`config.mk`:
```
export PLATFORM = sky130hd
export DESIGN_NAME = std_shared_divmod_sched
export DESIGN_NICKNAME = d
export VERILOG_FILES = /design/src/rtl/std_shared_divmod_sched.sv
export SDC_FILE = /design/constraint.sdc
export NUM_CORES = 2
export LEC_CHECK = 0
export CORE_ASPECT_RATIO = 0.7
export CORE_MARGIN = 10
export CORE_UTILIZATION = 51
export CTS_BUF_LIST = sky130_fd_sc_hd__clkbuf_16
export CTS_CLUSTER_DIAMETER = 50
export DETAILED_ROUTE_END_ITERATION = 6
export DONT_BUFFER_PORTS = 1
export PLACE_DENSITY = 0.68
export SLEW_MARGIN = 20
export SYNTH_ARGS = -nofsm -noshare
export SYNTH_HDL_FRONTEND = slang
export SYNTH_SLANG_ARGS = --single-unit
```
`constraint.sdc`:
```
create_clock -name clk -period 169.2 [get_ports clk]
set_input_delay 16.92 -clock clk [delete_from_list [all_inputs] [get_ports clk]]
set_output_delay 16.92 -clock clk [all_outputs]
set_load 0.01 [all_outputs]
```
`src/rtl/std_shared_divmod_sched.sv`:
```
// Round-robin scheduler sharing one divide/modulo datapath among NUM_REQ go/done requesters.
// Optional macro STD_SHARED_DIVMOD_DIVZERO_ERR_EN adds a div_zero flag output and a simulation-only $error.
module std_shared_divmod_sched #(
    parameter int WIDTH   = 32,
    parameter int NUM_REQ = 2,
    parameter int LATENCY = 2,
    parameter int SIGNED  = 0
) (
    input  logic                       clk,
    input  logic                       reset,
    input  logic [NUM_REQ-1:0]         go,
    input  logic [NUM_REQ*WIDTH-1:0]   left,
    input  logic [NUM_REQ*WIDTH-1:0]   right,
    output logic [NUM_REQ-1:0]         grant,
    output logic [NUM_REQ-1:0]         done,
    output logic [WIDTH-1:0]           out_quotient,
`ifdef STD_SHARED_DIVMOD_DIVZERO_ERR_EN
    output logic [WIDTH-1:0]           out_remainder,
    output logic                       div_zero
`else
    output logic [WIDTH-1:0]           out_remainder
`endif
);

    localparam int PW       = $clog2(NUM_REQ);
    localparam int CW       = (LATENCY > 1) ? $clog2(LATENCY) : 1;
    localparam int LAST_CNT = (LATENCY > 0) ? LATENCY - 1 : 0;

    localparam logic [1:0]       S_IDLE     = 2'd0;
    localparam logic [1:0]       S_BUSY     = 2'd1;
    localparam logic [1:0]       S_DONE     = 2'd2;
    localparam logic [CW-1:0]    C_LAST     = CW'(LAST_CNT);
    localparam logic [PW:0]      C_NREQ     = (PW+1)'(NUM_REQ);
    localparam logic [PW-1:0]    C_TOP      = PW'(NUM_REQ - 1);
    localparam logic [WIDTH-1:0] C_MOST_NEG = {1'b1, {(WIDTH-1){1'b0}}};

    logic [1:0]         r_state;
    logic [PW-1:0]      r_ptr;
    logic [CW-1:0]      r_cnt;
    logic [NUM_REQ-1:0] r_grant;
    logic [NUM_REQ-1:0] r_done;
    logic [WIDTH-1:0]   r_quot;
    logic [WIDTH-1:0]   r_rem;
    logic [WIDTH-1:0]   r_left;
    logic [WIDTH-1:0]   r_right;

    logic [NUM_REQ-1:0] w_rot;
    logic [PW-1:0]      w_off;
    logic [PW:0]        w_sum;
    logic [PW-1:0]      w_win;
    logic [PW-1:0]      w_next_ptr;
    logic [NUM_REQ-1:0] w_grant_oh;
    logic [WIDTH-1:0]   w_sel_left;
    logic [WIDTH-1:0]   w_sel_right;
    logic [WIDTH-1:0]   w_dl;
    logic [WIDTH-1:0]   w_dr;
    logic [WIDTH-1:0]   w_q;
    logic [WIDTH-1:0]   w_r;
    logic               w_any;
    logic               w_finish;

    function automatic logic [2*WIDTH-1:0] f_divmod(input logic [WIDTH-1:0] a,
                                                    input logic [WIDTH-1:0] b);
        logic [WIDTH-1:0] q;
        logic [WIDTH-1:0] r;
        if (b == '0) begin
            q = '1;
            r = a;
        end else if (SIGNED != 0) begin
            // most-negative / -1 overflows; pin the result instead of relying on the operator
            if (a == C_MOST_NEG && b == '1) begin
                q = C_MOST_NEG;
                r = '0;
            end else begin
                q = $signed(a) / $signed(b);
                r = $signed(a) % $signed(b);
            end
        end else begin
            q = a / b;
            r = a % b;
        end
        return {q, r};
    endfunction

    // Rotate requests so bit 0 is the pointer position; the lowest set bit wins.
    assign w_rot = NUM_REQ'({go, go} >> r_ptr);
    assign w_any = |go;

    always_comb begin
        w_off = '0;
        for (int j = NUM_REQ - 1; j >= 0; j--) begin
            if (w_rot[j]) w_off = PW'(j);
        end
        w_sum      = {1'b0, r_ptr} + {1'b0, w_off};
        w_win      = (w_sum >= C_NREQ) ? PW'(w_sum - C_NREQ) : w_sum[PW-1:0];
        w_next_ptr = (w_win == C_TOP) ? '0 : w_win + 1'b1;
        w_sel_left  = '0;
        w_sel_right = '0;
        w_grant_oh  = '0;
        for (int j = 0; j < NUM_REQ; j++) begin
            if (w_win == PW'(j)) begin
                w_sel_left    = left[j*WIDTH +: WIDTH];
                w_sel_right   = right[j*WIDTH +: WIDTH];
                w_grant_oh[j] = 1'b1;
            end
        end
    end

    // With zero latency the result is produced straight from the operands being captured.
    assign w_dl = (LATENCY == 0) ? w_sel_left  : r_left;
    assign w_dr = (LATENCY == 0) ? w_sel_right : r_right;
    assign {w_q, w_r} = f_divmod(w_dl, w_dr);

    assign w_finish = ((r_state == S_IDLE) && w_any && (LATENCY == 0)) ||
                      ((r_state == S_BUSY) && (r_cnt == C_LAST));

    always_ff @(posedge clk) begin
        if (reset) begin
            r_state <= S_IDLE;
            r_ptr   <= '0;
            r_cnt   <= '0;
            r_grant <= '0;
            r_done  <= '0;
            r_quot  <= '0;
            r_rem   <= '0;
            r_left  <= '0;
            r_right <= '0;
        end else begin
            r_done <= '0;
            if (w_finish) begin
                r_quot <= w_q;
                r_rem  <= w_r;
            end
            case (r_state)
                S_IDLE: begin
                    if (w_any) begin
                        r_grant <= w_grant_oh;
                        r_ptr   <= w_next_ptr;
                        r_left  <= w_sel_left;
                        r_right <= w_sel_right;
                        r_cnt   <= '0;
                        if (LATENCY == 0) begin
                            r_done  <= w_grant_oh;
                            r_state <= S_DONE;
                        end else begin
                            r_state <= S_BUSY;
                        end
                    end
                end
                S_BUSY: begin
                    if (r_cnt == C_LAST) begin
                        r_done  <= r_grant;
                        r_state <= S_DONE;
                    end else begin
                        r_cnt <= r_cnt + 1'b1;
                    end
                end
                S_DONE: begin
                    r_grant <= '0;
                    r_state <= S_IDLE;
                end
                default: r_state <= S_IDLE;
            endcase
        end
    end

    assign grant         = r_grant;
    assign done          = r_done;
    assign out_quotient  = r_quot;
    assign out_remainder = r_rem;

`ifdef STD_SHARED_DIVMOD_DIVZERO_ERR_EN
    logic          r_div_zero;
    logic [PW-1:0] r_win;

    always_ff @(posedge clk) begin
        if (reset) begin
            r_div_zero <= 1'b0;
            r_win      <= '0;
        end else begin
            r_div_zero <= w_finish && (w_dr == '0);
            if (r_state == S_IDLE && w_any) r_win <= w_win;
        end
    end

    assign div_zero = r_div_zero;

`ifndef SYNTHESIS
    always_ff @(posedge clk) begin
        if (!reset && r_state == S_DONE && r_div_zero)
            $error("std_shared_divmod_sched: divide by zero from requester %0d", r_win);
    end
`endif
`endif

endmodule

```
==> impl_metrics.csv <==
group,metric,value,unit
floorplan,rows,81,
critical_path,crit-reg2reg-capture,"out_remainder[13]$_SDFFE_PP0P_",
critical_path,worst-r2r-setup-slack,79.55,ns
layout,syn_to_final_growth,5.247,%
timing,timing.final.max_slew_violations,0,
global_route,initial_antenna_violation_count,3,
clock_network,cts-root-to-sink-buffers,2,
global_route,track_usage,41.06,%
critical_path,critPathKind,"flop to flop",
global_route,met3_track_utilization_from_global_routing,18.73,%
timing,worst-slew-pin-transition,1.295,ns
clock_network,cts_max_level,4,
logic_synthesis,synthesis.area,36130,um^2
critical_path,setup.worst_path.start_class,"flop",
placement,place.detailed.hpwl,141.0,mm
floorplan,die_h,242.7,um
global_route,first_global_vias,38110,
logic_synthesis,leading_register_cell_type_out_of_synthesis,"dfxtp_1",
layout,final_common_cell,"nor2_1",
timing,finalCriticalPeriod,89.65,ns
layout,final_net_count,5783,
layout,mostFrequentLayoutCells,"611 x nor2_1, 529 x ha_1, 481 x nand2_1",
critical_path,path_max_fanout,46,
clock_network,cts.repair_timing.setup_buffer_count,0,
timing,max-slew-margin-rel,13.37,%
clock_network,postCtsHoldBufs,0,
global_route,met1_usage,57.79,%
placement,placer_s_final_routability_congestion_estimate,1.106,
floorplan,die_footprint,82050,um^2
critical_path,critical_path.endpoint_type,"flop",
drt,first_pass_iters,7,
clock_network,total_clock_buffers_created_by_cts,17,
logic_synthesis,syn_avg_cell_area,6.940,um^2
floorplan,start_util,51.59,%
logic_synthesis,synth-seq-area-share,7.536,%
drt,drc,13,
drt,drt-vias-per-instance,7.088,
worst_hold_path,worstHoldPathType,"flop to flop",
logic_synthesis,post_synth_inst_count,5206,
logic_synthesis,synth_area_leader_cell,"ha_1",
global_route,grt_pass1_wl,259.0,mm
drt,first_iter_violations,7040,
timing,grt_setup_unrepaired,"no",
floorplan,die_w,338.1,um
critical_path,timing.rr.start,"r_right[28]$_SDFFE_PP0P_",
timing,timing.setup.tns,0,ns
global_route,grt_max_degree,137,
global_route,grtUsageMet2,53.19,%
timing,worst_clock_skew,0.04268,ns
worst_hold_path,timing.hold.worst_path_depth,2,
global_route,grt_remaining_overflow,0,
layout,final_layout_size_suffix_gt1_share,6.291,%
logic_synthesis,synthTopCellsByArea,"ha_1 18%, dfxtp_1 7.5%, nor2_1 6.4%",
floorplan,coreArea,70030,um^2
critical_path,slowest_delay,0.96,ns
drt,drtAntennaViolNets,0,
clock_network,cts.sinks,136,
critical_path,cell_with_the_largest_stage_delay_on_the_worst_path,"a311o_1",
worst_hold_path,min_to,"out_remainder[0]$_SDFFE_PP0P_",
drt,avgRoutedWirePerCell,29.56,um
clock_network,cts_resized,0,
critical_path,worstPathArrival,90.05,ns
critical_path,critical_path.most_common_cell,"ha_1",
floorplan,i_o_pin_count,200,
logic_synthesis,postSynthRegisterBits,136,
logic_synthesis,synth_nets,5868,
placement,numPortBuffers,0,
timing,finalCritPeriodShare,52.99,%
clock_network,cts_tree,"yes",
clock_network,path_clk_slew,0.07,ns
critical_path,worst_ep_required_time,169.60,ns
logic_synthesis,yosysTopAreaCellShare,18.32,%
global_route,grt-busiest-layer,"met1",
drt,routed_wl,180.1,mm
flow_run,drv_cap,0,
run_status,status,"finished with violations",
clock_network,clk_root_buffer_cell,"clkbuf_16",
timing,hold_viol,0,
clock_network,clk-insertion-delay-late,0.53,ns
logic_synthesis,ys_types,101,
run_status,violations,"design-rule violations",
logic_synthesis,synth_enable_flop_cells,0,
logic_synthesis,synth_async_reset_ratio,0,%
drt,via_count,43180,
critical_path,r2r_cells,273,
worst_hold_path,timing.hold.worst.start,"out_remainder[0]$_SDFFE_PP0P_",
timing,maxClockFrequency,0.01115,GHz
logic_synthesis,syn_warnings,0,
timing,final-setup-viol-count,0,
[worst max-delay path: cells and delay by family, from the launching register on]
family          cells  cell delay [ns]
buf+inv            18             4.77
simple gates       75            23.09
fa+ha+maj          31            10.89
flops               1             0.45
mux                 7             2.95
compound gates    142            47.11
[per-layer routing]
layer / share of wire, % / up-vias
li1: - / 19520
met1: 42 / 20060
met2: 36 / 3147
met3: 17 / 456
met4: 4.1 / 4
met5: 0.015 / -
[area by class of cell]
cell class	instances	area, um^2
fill	7029	32010
timing repair buffer	96	720.7
clock inverter	15	176.4
multi-input combinational	4690	32100
tap	954	1194
inverter	180	675.6
clock buffer	17	425.4
sequential	136	2723
antenna	4	10.01
[sequential cells by signal, indices dropped and copies added (netlist names)]
signal	flops
r_cnt	1
r_left	32
grant	2
out_remainder	32
r_state	2
done	2
out_quotient	32
r_ptr	1
r_right	32
[through the flow]
stage	utilization (%)	hold WS [ns]	area, um^2	instances	setup WS (ns)
after CTS	54.25	0.5262	38000	6088	83.14
after detailed placement	53.40	0.5109	37390	6056	83.38
after floorplan	-	0.4548	36130	5206	99.32
after global placement	53.39	0.5035	37390	6056	84.50
after global routing	54.28	0.5648	38010	6088	75.05
final	54.29	0.5224	38020	6092	79.55
[cell families (layout without fill, tap and decap cells)]
logic type                 Yosys count  after routing  share of synthesized area (%)
xor gates and xnor gates           369            369                          8.946
adders and majority gates          530            530                          18.38
DFF                                136            136                          7.536
other                                0              4                              0
muxes                               78             78                          2.324
AOI/OAI and AO/OA                 1806           1806                          34.05
and+or+nand+nor                   1907           1907                          24.78
buffers and inverters              380            308                          3.990
[worst max-delay path by stage]
stage                             startpoint                              to  slack [ns]  depth (start not counted)
global route        r_right[28]$_SDFFE_PP0P_  out_remainder[13]$_SDFFE_PP0P_       75.05                        276
CTS                 r_right[28]$_SDFFE_PP0P_  out_remainder[13]$_SDFFE_PP0P_       83.14                        274
global placement    r_right[28]$_SDFFE_PP0P_  out_remainder[31]$_SDFFE_PP0P_       84.50                        277
finish              r_right[28]$_SDFFE_PP0P_  out_remainder[13]$_SDFFE_PP0P_       79.55                        273
detailed placement  r_right[28]$_SDFFE_PP0P_  out_remainder[28]$_SDFFE_PP0P_       83.38                        276
floorplan           r_right[19]$_SDFFE_PP0P_  out_remainder[30]$_SDFFE_PP0P_       99.32                        293
[cells in the mapped netlist, drive strengths merged (81+ instances only)]
library cell / count
nor2: 615
ha: 529
nand2: 483
a21oi: 445
o21ai: 285
xnor2: 223
nor3: 196
a21o: 195
inv: 180
clkbuf: 164
xor2: 146
dfxtp: 136
nand3: 129
o21a: 117
o211ai: 81
Power is not shown: default switching activity piles up to over one toggle a cycle in this logic, so the estimate is an artifact.
